**config.mk**
```make
export PLATFORM = sky130hd
export DESIGN_NAME = seg_scan
export DESIGN_NICKNAME = d
export VERILOG_FILES = /design/src/rtl/seg_scan_pkg.sv /design/src/rtl/seg_scan_lzmask.sv /design/src/rtl/seg_scan.sv
export SDC_FILE = /design/constraint.sdc
export NUM_CORES = 1
export LEC_CHECK = 0
export ABC_CLOCK_PERIOD_IN_PS = 2100
export CORE_ASPECT_RATIO = 1.2
export CORE_MARGIN = 2
export CORE_UTILIZATION = 53
export DETAILED_ROUTE_END_ITERATION = 10
export DONT_BUFFER_PORTS = 1
export PLACE_DENSITY = 0.75
export SLEW_MARGIN = 0
export SYNTH_ARGS = -nofsm -noshare
export SYNTH_HDL_FRONTEND = slang
export SYNTH_SLANG_ARGS = --single-unit
```
**constraint.sdc**
```tcl
create_clock -name clk -period 2.1 [get_ports clk]
set_input_delay 0.21 -clock clk [delete_from_list [all_inputs] [get_ports clk]]
set_output_delay 0.21 -clock clk [all_outputs]
set_load 0.005 [all_outputs]
```
**src/rtl/seg_scan_pkg.sv**
```systemverilog
// Shared definitions for the seven-segment scan controller.
// Contents: scan FSM state encoding and the all-anodes-off helper constant.
package seg_scan_pkg;

   // Scan FSM: blanking gap, then one digit driven
   typedef enum logic {
      S_BLANK = 1'b0,
      S_DRIVE = 1'b1
   } state_e;

   // All anodes off (active-low); slice to the digit count at the use site
   localparam int unsigned AN_MAX_W = 32;
   localparam logic [AN_MAX_W-1:0] AN_OFF = '1;

endpackage

```
**src/rtl/seg_scan_lzmask.sv**
```systemverilog
// Leading-zero blank mask for seg_scan.
// Ports:
//   active     in  4*N_DIGITS  displayed hex value
//   blank_mask out N_DIGITS    bit i set when digit i>0 and every nibble from i upward is zero
// Exists only in builds with SEG_SCAN_LZ_BLANK_EN defined.
`ifdef SEG_SCAN_LZ_BLANK_EN
module seg_scan_lzmask #(
   parameter int unsigned N_DIGITS = 4
) (
   input  logic [4*N_DIGITS-1:0] active,
   output logic [N_DIGITS-1:0]   blank_mask
);

   // Digit 0 is never blanked, so the loop starts at 1
   always_comb begin
      blank_mask = '0;
      for (int unsigned i = 1; i < N_DIGITS; i++) begin
         blank_mask[i] = ((active >> (4 * i)) == '0);
      end
   end

endmodule
`endif

```
**src/rtl/seg_scan.sv**
```systemverilog
// Time-multiplexed scan controller for an N-digit common-anode 7-segment display.
// Ports:
//   clk, rst_n  clock / asynchronous active-low reset
//   value       packed hex digits, digit 0 rightmost
//   load        strobe: capture value into the pending buffer
//   digit       nibble of the scanned digit (to sev_decoder.x)
//   an          active-low anode enables, at most one low
//   pending     a loaded value awaits the next frame boundary
//   frame_done  one-cycle pulse at each frame boundary
// Optional: SEG_SCAN_LZ_BLANK_EN enables leading-zero blanking.
module seg_scan #(
   parameter int unsigned N_DIGITS  = 4,
   parameter int unsigned DIV       = 50000,
   parameter int unsigned BLANK_CYC = 16
) (
   input  logic                  clk,
   input  logic                  rst_n,
   input  logic [4*N_DIGITS-1:0] value,
   input  logic                  load,
   output logic [3:0]            digit,
   output logic [N_DIGITS-1:0]   an,
   output logic                  pending,
   output logic                  frame_done
);
   import seg_scan_pkg::*;

   localparam int unsigned VAL_W   = 4 * N_DIGITS;
   localparam int unsigned CNT_MAX = (DIV > BLANK_CYC) ? DIV : BLANK_CYC;
   localparam int unsigned CNT_W   = (CNT_MAX > 1) ? $clog2(CNT_MAX) : 1;
   localparam int unsigned IDX_W   = (N_DIGITS > 1) ? $clog2(N_DIGITS) : 1;

   state_e              state_q, state_d;
   logic [CNT_W-1:0]    cnt_q, cnt_d;
   logic [IDX_W-1:0]    idx_q, idx_d;
   logic [VAL_W-1:0]    pend_q, pend_d;
   logic [VAL_W-1:0]    active_q, active_d;
   logic                pending_q, pending_d;
   logic                frame_done_q, frame_done_d;
   logic [N_DIGITS-1:0] an_q, an_d;
   logic [3:0]          digit_q, digit_d;
   logic [N_DIGITS-1:0] lz_mask;
   logic [N_DIGITS-1:0] sel;

`ifdef SEG_SCAN_LZ_BLANK_EN
   seg_scan_lzmask #(.N_DIGITS(N_DIGITS)) u_lzmask (
      .active     (active_q),
      .blank_mask (lz_mask)
   );
`else
   assign lz_mask = '0;
`endif

   // One-hot select of the current digit
   assign sel = N_DIGITS'(1) << idx_q;

   // Next-state, buffer commit and output computation
   always_comb begin
      state_d      = state_q;
      cnt_d        = cnt_q + CNT_W'(1);
      idx_d        = idx_q;
      pend_d       = pend_q;
      active_d     = active_q;
      pending_d    = pending_q;
      frame_done_d = 1'b0;
      an_d         = AN_OFF[N_DIGITS-1:0];
      digit_d      = digit_q;

      case (state_q)
         S_BLANK: begin
            if (cnt_q == CNT_W'(BLANK_CYC - 1)) begin
               state_d = S_DRIVE;
               cnt_d   = '0;
            end
         end
         S_DRIVE: begin
            if (cnt_q == CNT_W'(DIV - 1)) begin
               state_d = S_BLANK;
               cnt_d   = '0;
               if (idx_q == IDX_W'(N_DIGITS - 1)) begin
                  idx_d        = '0;
                  frame_done_d = 1'b1;
                  if (pending_q) begin
                     active_d  = pend_q;
                     pending_d = 1'b0;
                  end
               end else begin
                  idx_d = idx_q + IDX_W'(1);
               end
            end
         end
      endcase

      // A load on the commit edge wins: the old pend commits, the new one waits
      if (load) begin
         pend_d    = value;
         pending_d = 1'b1;
      end

      // Outputs follow the next state; idx/active only change on leaving S_DRIVE
      if (state_d == S_DRIVE) begin
         digit_d = 4'(active_q >> {idx_q, 2'b00});
         an_d    = ~(sel & ~lz_mask);
      end
   end

   // State and output registers
   always_ff @(posedge clk or negedge rst_n) begin
      if (!rst_n) begin
         state_q      <= S_BLANK;
         cnt_q        <= '0;
         idx_q        <= '0;
         pend_q       <= '0;
         active_q     <= '0;
         pending_q    <= 1'b0;
         frame_done_q <= 1'b0;
         an_q         <= AN_OFF[N_DIGITS-1:0];
         digit_q      <= '0;
      end else begin
         state_q      <= state_d;
         cnt_q        <= cnt_d;
         idx_q        <= idx_d;
         pend_q       <= pend_d;
         active_q     <= active_d;
         pending_q    <= pending_d;
         frame_done_q <= frame_done_d;
         an_q         <= an_d;
         digit_q      <= digit_d;
      end
   end

   assign digit      = digit_q;
   assign an         = an_q;
   assign pending    = pending_q;
   assign frame_done = frame_done_q;

endmodule

```
==> results of run 1 <==
power by group:
group          switching [W]  internal (W)   total, W  leakage (nW)
combinational      0.0000296     0.0000365  0.0000661         0.466
sequential         0.0000165       0.00121    0.00122         0.782
clock               0.000415      0.000475   0.000890        0.0881
logic make-up (layout without fill, tap and decap cells):
| kind of cell | after synthesis | in the layout | share of synthesized area, % |
|---|---|---|---|
| adder cells (fa/ha/maj) | 5 | 5 | 2.31 |
| buffers and inverters | 11 | 29 | 1.80 |
| XOR/XNOR | 12 | 12 | 3.89 |
| multiplexers | 37 | 37 | 18.5 |
| flip-flops | 61 | 61 | 56.6 |
| AO/OA/AOI/OAI | 24 | 24 | 5.64 |
| AND/OR/NAND/NOR | 53 | 53 | 11.3 |
sequential cells by signal, indices dropped and copies added, names as in the netlist:
signal,flops
frame_done,1
active_q,16
state_q,1
idx_q,2
pend_q,16
an,4
pending,1
cnt_q,16
digit,4
routing by layer:
metal  share of wire [%]  GRT usage [%]  vias up
li1                    -              -      757
met1                  43           23.2      817
met2                  51           30.9       38
met3                 4.5           7.28        8
met4                 1.7           8.04        0
met5                   0              0        -
cell type report:
class                           instances  area, um2
Clock buffer                           12        155
Clock inverter                          2       10.0
Fill cell                             381       1920
Inverter                                6       22.5
Multi-Input combinational cell        131       1120
Sequential cell                        61       1530
Tap cell                               60       75.1
Timing Repair Buffer                    9        105
cells in the final DEF, fill, tap and decap left out, types with 5 or more instances in the layout:
master / count
dfrtp_1: 57
mux2_2: 23
nor2_1: 14
clkbuf_8: 11
nand3_1: 10
mux2_4: 10
xor2_1: 8
o21ai_0: 8
o211ai_1: 8
inv_1: 6
and3_1: 5
ha_1: 5
buf_4: 5
metrics by stage:
| step | area (um2) | hold slack, ns | instances |
|---|---|---|---|
| 3_3_place_gp | 2810 | -0.0834 | 264 |
| 2_1_floorplan | 2710 | -0.0856 | 203 |
| 4_1_cts | 3020 | 0.0136 | 281 |
| 5_1_grt | 3020 | 0.00477 | 281 |
| 3_5_place_dp | 2810 | -0.0836 | 264 |
| 6_report | 3020 | 0.0233 | 281 |
worst max-delay path by stage:
stage                         endpoint      from  depth (start not counted)
after floorplan           active_q[10]  cnt_q[0]                          6
after global placement    active_q[15]  cnt_q[0]                          6
after detailed placement   active_q[0]  cnt_q[0]                          6
after CTS                  active_q[0]  cnt_q[0]                          6
after global routing       active_q[0]  cnt_q[0]                          6
final                      active_q[0]  cnt_q[0]                          6
worst reg2reg max path: stages, from the launching register on:
cell	delay, ns
dfrtp_1	0.36
ha_1	0.22
and3_1	0.23
nand3_2	0.11
nor4_4	0.28
buf_12	0.21
mux2_2	0.35
cells in the mapped netlist:
| library cell | number | area share (%) |
|---|---|---|
| nand3_1 | 10 | 1.9 |
| nand4_1 | 4 | 0.92 |
| dfstp_2 | 4 | 3.9 |
| clkbuf_1 | 4 | 0.55 |
| buf_6 | 1 | 0.42 |
| o31ai_1 | 2 | 0.55 |
| nor4_1 | 1 | 0.23 |
| ha_1 | 5 | 2.3 |
| xor2_1 | 8 | 2.6 |
| nor3_1 | 4 | 0.74 |
| nor2_1 | 14 | 1.9 |
| inv_1 | 6 | 0.83 |
| nor4_4 | 2 | 1.6 |
| o211ai_1 | 8 | 2.2 |
| xnor2_1 | 4 | 1.3 |
| o21ai_0 | 8 | 1.5 |
| mux4_2 | 4 | 3.3 |
| mux2_4 | 10 | 5.6 |
| o21a_1 | 1 | 0.28 |
| a21oi_1 | 3 | 0.55 |
| mux2_2 | 23 | 9.6 |
| nor2b_1 | 1 | 0.23 |
| and2_1 | 4 | 0.92 |
| or4_1 | 2 | 0.55 |
| dfrtp_1 | 57 | 53 |
| nand3_2 | 1 | 0.37 |
| and3_1 | 5 | 1.2 |
| or2_2 | 1 | 0.23 |
| nand2_1 | 4 | 0.55 |
| o21bai_1 | 2 | 0.55 |
==> results.json, run 1 <==
{
  "hold_violations": 0,
  "finalNetCount": 242,
  "relSlewSlack_pct": 81.2,
  "antenna_cells": 0,
  "finalClockSkew_ns": 0.00722,
  "total_power_w": 0.00218,
  "cts_buffer_depth": 2,
  "ys_warn_count": 0,
  "yosysUniqueCellTypes": 30,
  "crit_chain": "ha_1, and3_1, nand3_2, nor4_4, buf_12, mux2_2",
  "crit_fanout": 16,
  "num_vias": 1620,
  "synth-seq-cells": 61,
  "hold_path.class": "input port to flip-flop",
  "critPathTopFamily": "simple AND/OR/NAND/NOR gates",
  "grt_pass1_vias": 1718,
  "gp_congestion": 0.856,
  "cts_made_buffers": 9,
  "syn_inst": 203,
  "layout_setup_ws_ns": 0.227,
  "min_period_ns": 1.87,
  "reg2reg_from": "cnt_q[0]",
  "worst_pin_slew_ns": 0.280,
  "crit_arrival_ns": 2.09,
  "pin_count": 29,
  "synth_area_um2": 2710,
  "tns_ns": 0,
  "fp.dieArea_um2": 5690,
  "drt_wl_total_um": 4780,
  "power_leakage_nw": 1.34,
  "max_clock_freq_mhz": 534,
  "start_util_pct": 54.8,
  "drtAntennaViolNets": 0,
  "hold_end": "pend_q[15]",
  "cts_root_buf": "clkbuf_8",
  "finish.utilization_pct": 61.2,
  "drtIter0Drc": 129,
  "cts.sinks": 61,
  "drt_drc_violations_left": 0,
  "min_period_over_period_pct": 89.2,
  "core_area_um2": 4940,
  "port_buffers": 0,
  "grt_pass1_wl_um": 8260,
  "cts.reportedPaths.clkPinSlew_ns": 0.06,
  "worst_setup_path_end_kind": "flip-flop",
  "slowest_delay_ns": 0.36,
  "dr.pass1.iters": 4,
  "cts_resized": 0,
  "yosysSeqAreaShare_pct": 56.6,
  "gr-total-overflow": 0,
  "reg2reg_setup_slack_ns": 0.23,
  "synth_nets": 227,
  "hold_buffers": 3,
  "slew_violations": 0,
  "wl_per_cell_um": 17.0,
  "vias_per_cell": 5.77,
  "hold_depth": 1,
  "maxCapViolations": 0,
  "place_ws_ns": 0.223,
  "antenna_found_initial": 0,
  "rsz0062_at_grt": "false",
  "clock_latency_ns": 0.33,
  "ctsHtreeMaxLevel": 3,
  "post_cts_buffers": 0,
  "hpwl_um": 3280,
  "r2r-end": "active_q[0]",
  "crit_type": "flip-flop to flip-flop",
  "rows": 28,
  "r2r_cells": 6,
  "setup_violations": 0,
  "chipHeight_um": 82.3,
  "grtUsageTotal_pct": 19.1,
  "ir_drop_mv": 0.484,
  "path_buf_inv": 1,
  "power_density_nw_per_um2": 721,
  "die_x_um": 69.2,
  "drive_above_1_share_pct": 29.4,
  "grt_max_degree": 62,
  "min_from": "value[15]",
  "synth_area_per_cell_um2": 13.3,
  "crit_slowest_cell": "dfrtp_1",
  "syn_to_final_growth_pct": 11.8,
  "tritoncts": "done",
  "outcome": "finished clean",
  "startpoint_type": "flip-flop",
  "critical_path_required_ns": 2.32
}
(Power assumes the default switching activity.)
==> inputs of run 2 (changes only) <==
--- a/config.mk
+++ b/config.mk
@@ -11,7 +11,7 @@
 export CORE_UTILIZATION = 53
 export DETAILED_ROUTE_END_ITERATION = 10
 export DONT_BUFFER_PORTS = 1
-export PLACE_DENSITY = 0.75
+export PLACE_DENSITY = 0.71
 export SLEW_MARGIN = 0
 export SYNTH_ARGS = -nofsm -noshare
 export SYNTH_HDL_FRONTEND = slang
==> run 2 against run 1 <==
Maximum frequency shrank 3.0%. Global-route usage shrank 0.88 points. Clock skew shrank 0.00091 ns. Flip-flop and latch count unchanged. Critical path type unchanged. Largest cell class unchanged. Highest routed layer unchanged.
==> results.json, run 2 (synthesis results as in run 1) <==
{
  "outcome": "finished clean",
  "hold_end": "pend_q[15]",
  "cts.sinks": 61,
  "setup_violations": 0,
  "grt_max_degree": 62,
  "ir_drop_mv": 0.694,
  "drt_drc_violations_left": 0,
  "max_clock_freq_mhz": 518,
  "critical_path_required_ns": 2.30,
  "tritoncts": "done",
  "antenna_cells": 0,
  "min_from": "value[15]",
  "power_leakage_nw": 1.34,
  "rsz0062_at_grt": "false",
  "final_common_cell": "dfrtp_1",
  "gr-total-overflow": 0,
  "finalClockSkew_ns": 0.00631,
  "cts_root_buf": "clkbuf_8",
  "hold_depth": 1,
  "min_period_ns": 1.93,
  "worst_setup_path_end_kind": "flip-flop",
  "reg2reg_from": "cnt_q[0]",
  "pin_count": 29,
  "port_buffers": 0,
  "maxCapViolations": 0,
  "gp_congestion": 0.949,
  "grt_pass1_vias": 1650,
  "die_x_um": 69.2,
  "hpwl_um": 3370,
  "antenna_found_initial": 0,
  "syn_to_final_growth_pct": 12.4,
  "crit_fanout": 16,
  "vias_per_cell": 5.64,
  "num_vias": 1596,
  "drtAntennaViolNets": 0,
  "hold_violations": 0,
  "r2r-end": "active_q[14]",
  "grt_pass1_wl_um": 7820,
  "clock_latency_ns": 0.32,
  "hold_path.class": "input port to flip-flop",
  "crit_type": "flip-flop to flip-flop",
  "drive_above_1_share_pct": 29.1,
  "rows": 28,
  "power_density_nw_per_um2": 731,
  "drt_wl_total_um": 4690,
  "worst_pin_slew_ns": 0.288,
  "cts_made_buffers": 9,
  "relSlewSlack_pct": 80.8,
  "placedCellCount": 264,
  "dr.pass1.iters": 4,
  "slew_violations": 0,
  "instances_no_fill": 283,
  "cts_resized": 0,
  "final_cell_mix": "dfrtp_1 (57), mux2_2 (23), nor2_1 (14), clkbuf_8 (12)",
  "cts_buffer_depth": 2,
  "grtUsageTotal_pct": 18.2,
  "r2r_cells": 6,
  "cts.reportedPaths.clkPinSlew_ns": 0.06,
  "tns_ns": 0,
  "finalNetCount": 242,
  "startpoint_type": "flip-flop",
  "crit_arrival_ns": 2.14,
  "start_util_pct": 54.8,
  "crit_start": "cnt_q[0]",
  "reg2reg_setup_slack_ns": 0.17,
  "ctsHtreeMaxLevel": 3,
  "wl_per_cell_um": 16.6,
  "chipHeight_um": 82.3,
  "reg_top3": "active_q x16, cnt_q x16, pend_q x16",
  "drtIter0Drc": 64,
  "core_area_um2": 4940,
  "fp.dieArea_um2": 5690,
  "min_period_over_period_pct": 91.9
}
-- run 2: critical path, cell delays in order (launching register included) --
cell     delay [ns]
dfrtp_1        0.37
ha_1           0.24
and3_1         0.25
nand3_2        0.12
nor4_4         0.28
buf_12         0.20
mux2_2         0.35
-- run 2: area by class of cell --
| class | instances | area (um2) |
|---|---|---|
| Sequential cell | 61 | 1530 |
| Inverter | 6 | 22.5 |
| Timing Repair Buffer | 9 | 105 |
| Multi-Input combinational cell | 131 | 1120 |
| Clock buffer | 15 | 176 |
| Fill cell | 368 | 1900 |
| Tap cell | 60 | 75.1 |
| Clock inverter | 1 | 5.00 |
-- run 2: report_power, final --
part	internal [W]	total (W)	leakage [nW]	switching, W
Sequential	0.00121	0.00123	0.782	0.0000182
Clock	0.000525	0.000933	0.0937	0.000408
Combinational	0.0000365	0.0000654	0.466	0.0000289
-- run 2: metal layers --
| metal | up-vias | part of all wire, % | routed length [um] | GRT usage [%] |
|---|---|---|---|---|
| met3 | 6 | 3.6 | 171 | 5.70 |
| met5 | - | 0 | 0 | 0 |
| met2 | 34 | 51 | 2410 | 30.6 |
| li1 | 756 | - | - | - |
| met4 | 0 | 1.3 | 63 | 8.43 |
| met1 | 800 | 44 | 2040 | 21.7 |
-- run 2: how the worst max path moves through the flow --
| stage | to | slack (ns) | cells past startpoint |
|---|---|---|---|
| 3_5_place_dp | active_q[14] | 0.18 | 6 |
| 6_report | active_q[14] | 0.17 | 6 |
| 5_1_grt | active_q[12] | 0.10 | 6 |
| 3_3_place_gp | active_q[15] | 0.26 | 6 |
| 2_1_floorplan | active_q[10] | 0.14 | 6 |
| 4_1_cts | active_q[14] | 0.17 | 6 |
-- run 2: metrics by stage --
stage               setup WS, ns  hold slack (ns)  utilization (%)  power (W)  cell area, um2
detailed placement         0.181          -0.0833             56.9    0.00128            2810
floorplan                  0.141          -0.0856                -    0.00128            2710
finish                     0.170           0.0328             61.6    0.00222            3040
global route               0.103           0.0128             61.6    0.00232            3040
global placement           0.263          -0.0831             56.9    0.00128            2810
CTS                        0.174           0.0183             61.6    0.00225            3040
-- run 2: repair_timing --
item,4_1_cts,5_1_grt
hold endpoints to repair,62,0
hold buffers,3,0
buffers inserted,0,0
==> inputs of run 3 (changes only) <==
--- a/config.mk
+++ b/config.mk
@@ -6,7 +6,7 @@
 export NUM_CORES = 1
 export LEC_CHECK = 0
 export ABC_CLOCK_PERIOD_IN_PS = 2100
-export CORE_ASPECT_RATIO = 1.2
+export CORE_ASPECT_RATIO = 1.75
 export CORE_MARGIN = 2
 export CORE_UTILIZATION = 53
 export DETAILED_ROUTE_END_ITERATION = 10
==> run 3 against run 2 <==
Clock power up 33%. Cell area grew 4.0%. Wire length increased by 4.1%. Sequential power hardly changed. Total power increased by 14%. Flip-flop and latch count did not move. First-iteration DRC count decreased by 38%. Utilization increased by 2.5 points. Register-to-register slack hardly changed. Sequential share of layout area decreased by 1.9 points. Critical path depth unchanged. Largest cell class unchanged. Highest routed layer unchanged.
==> results.json, run 3 (synthesis results as in run 1) <==
{
  "cts_made_buffers": 9,
  "relSlewSlack_pct": 79.7,
  "outcome": "finished clean",
  "grtUsageTotal_pct": 19.8,
  "post_cts_buffers": 0,
  "min_period_over_period_pct": 92.0,
  "start_util_pct": 54.8,
  "total_power_w": 0.00254,
  "slew_violations": 0,
  "hold_path.class": "input port to flip-flop",
  "maxCapViolations": 0,
  "max_clock_freq_mhz": 518,
  "cts_resized": 0,
  "vias_per_cell": 5.92,
  "antenna_found_initial": 0,
  "power_leakage_nw": 1.39,
  "cts.sinks": 61,
  "drt_drc_violations_left": 0,
  "gp_congestion": 0.832,
  "slowest_delay_ns": 0.37,
  "chipHeight_um": 98.5,
  "worst_pin_slew_ns": 0.303,
  "num_vias": 1680,
  "wl_per_cell_um": 17.2,
  "grt_max_degree": 62,
  "clock_latency_ns": 0.34,
  "fillers": 364,
  "drtIter0Drc": 40,
  "power_density_nw_per_um2": 803,
  "startpoint_type": "flip-flop",
  "core_area_um2": 4930,
  "rows": 34,
  "min_period_ns": 1.93,
  "drive_above_1_share_pct": 29.1,
  "crit_slowest_cell": "dfrtp_1",
  "drtAntennaViolNets": 0,
  "crit_arrival_ns": 2.16,
  "finalClockSkew_ns": 0.0107,
  "multiInputGateArea_um2": 1120,
  "port_buffers": 0,
  "syn_to_final_growth_pct": 16.8,
  "fp.dieArea_um2": 5710,
  "final_cell_mix": "dfrtp_1 (57), mux2_2 (23), nor2_1 (14), nand3_1 (10), mux2_4 (10)",
  "crit_chain": "ha_1, and3_1, nand3_2, nor4_4, buf_12, mux2_2",
  "final_common_cell": "dfrtp_1",
  "dr.pass1.iters": 4,
  "gr-total-overflow": 0,
  "crit_fanout": 16,
  "hpwl_um": 3450,
  "grt_pass1_wl_um": 8370,
  "worst_setup_path_end_kind": "flip-flop",
  "ir_drop_mv": 0.864,
  "pin_count": 29,
  "hold_violations": 0,
  "tritoncts": "done",
  "antenna_cells": 0,
  "cts.reportedPaths.clkPinSlew_ns": 0.07,
  "hold_buffers": 4,
  "ctsHtreeMaxLevel": 3,
  "tns_ns": 0,
  "die_x_um": 58.0,
  "rsz0062_at_grt": "false",
  "reg_top3": "active_q x16, cnt_q x16, pend_q x16",
  "setup_violations": 0,
  "cts_buffer_depth": 2,
  "crit_type": "flip-flop to flip-flop",
  "layout.area.seq_um2": 1530,
  "finalNetCount": 249,
  "critical_path_required_ns": 2.33,
  "cts_root_buf": "clkbuf_8",
  "drt_wl_total_um": 4880,
  "grt_pass1_vias": 1748
}
run 3: cell count changes in the layout (fill, tap and decap cells not counted):
| cell | delta |
|---|---|
| dlygate4sd3_1 | +7 |
| bufinv_16 | +3 |
| clkbuf_8 | -3 |
| clkbuf_1 | -2 |
| clkinv_4 | +1 |
| clkinvlp_4 | +1 |
run 3: critical path, delay by kind of cell, from the launching register on:
family                     cells  cell delay (ns)
and+or+nand+nor                3             0.65
DFF                            1             0.37
muxes                          1             0.35
adders and majority gates      1             0.24
buffers and inverters          1             0.21
run 3: cell type report:
class	count	share of cell area, %
well taps	54	2.14
clock buffers	10	4.04
flip-flops and latches	61	48.5
repair buffers	16	5.54
clock inverters	6	3.52
multi-input cells	131	35.6
inverters	6	0.713
run 3: power by group:
group          internal (W)  total (W)  leakage (nW)  switching [W]
logic             0.0000450  0.0000761         0.495      0.0000311
clock network      0.000788    0.00124         0.116       0.000450
registers           0.00121    0.00122         0.782      0.0000166
run 3: per-layer routing:
layer | up-vias | GRT usage (%) | wire (um)
li1 | 776 | - | -
met1 | 858 | 21.9 | 1860
met2 | 39 | 33.8 | 2730
met3 | 7 | 7.09 | 191
met4 | 0 | 8.05 | 93
met5 | - | 0 | 0
run 3: final timing paths:
path / from / end / slack, ns / depth (start not counted)
min in group asynchronous: rst_n / cnt_q[8] / 0.39 / 2
hold reg to reg: cnt_q[0] / cnt_q[0] / 0.46 / 1
setup / recovery: cnt_q[0] / active_q[15] / 0.17 / 6
hold / removal: value[9] / pend_q[9] / 0.01 / 1
max in group asynchronous: rst_n / an[2] / 1.40 / 2
setup reg to reg: cnt_q[0] / active_q[15] / 0.17 / 6
run 3: metrics by stage:
| step | utilization [%] | hold WS [ns] | instance area [um2] | setup slack (ns) | std cells |
|---|---|---|---|---|---|
| floorplan | - | -0.0856 | 2710 | 0.141 | 203 |
| global placement | 56.8 | -0.0836 | 2800 | 0.265 | 258 |
| detailed placement | 56.8 | -0.0839 | 2800 | 0.166 | 258 |
| CTS | 62.8 | 0.000826 | 3100 | 0.161 | 278 |
| global route | 64.0 | 0.000879 | 3160 | 0.0815 | 284 |
| finish | 64.0 | 0.0148 | 3160 | 0.169 | 284 |
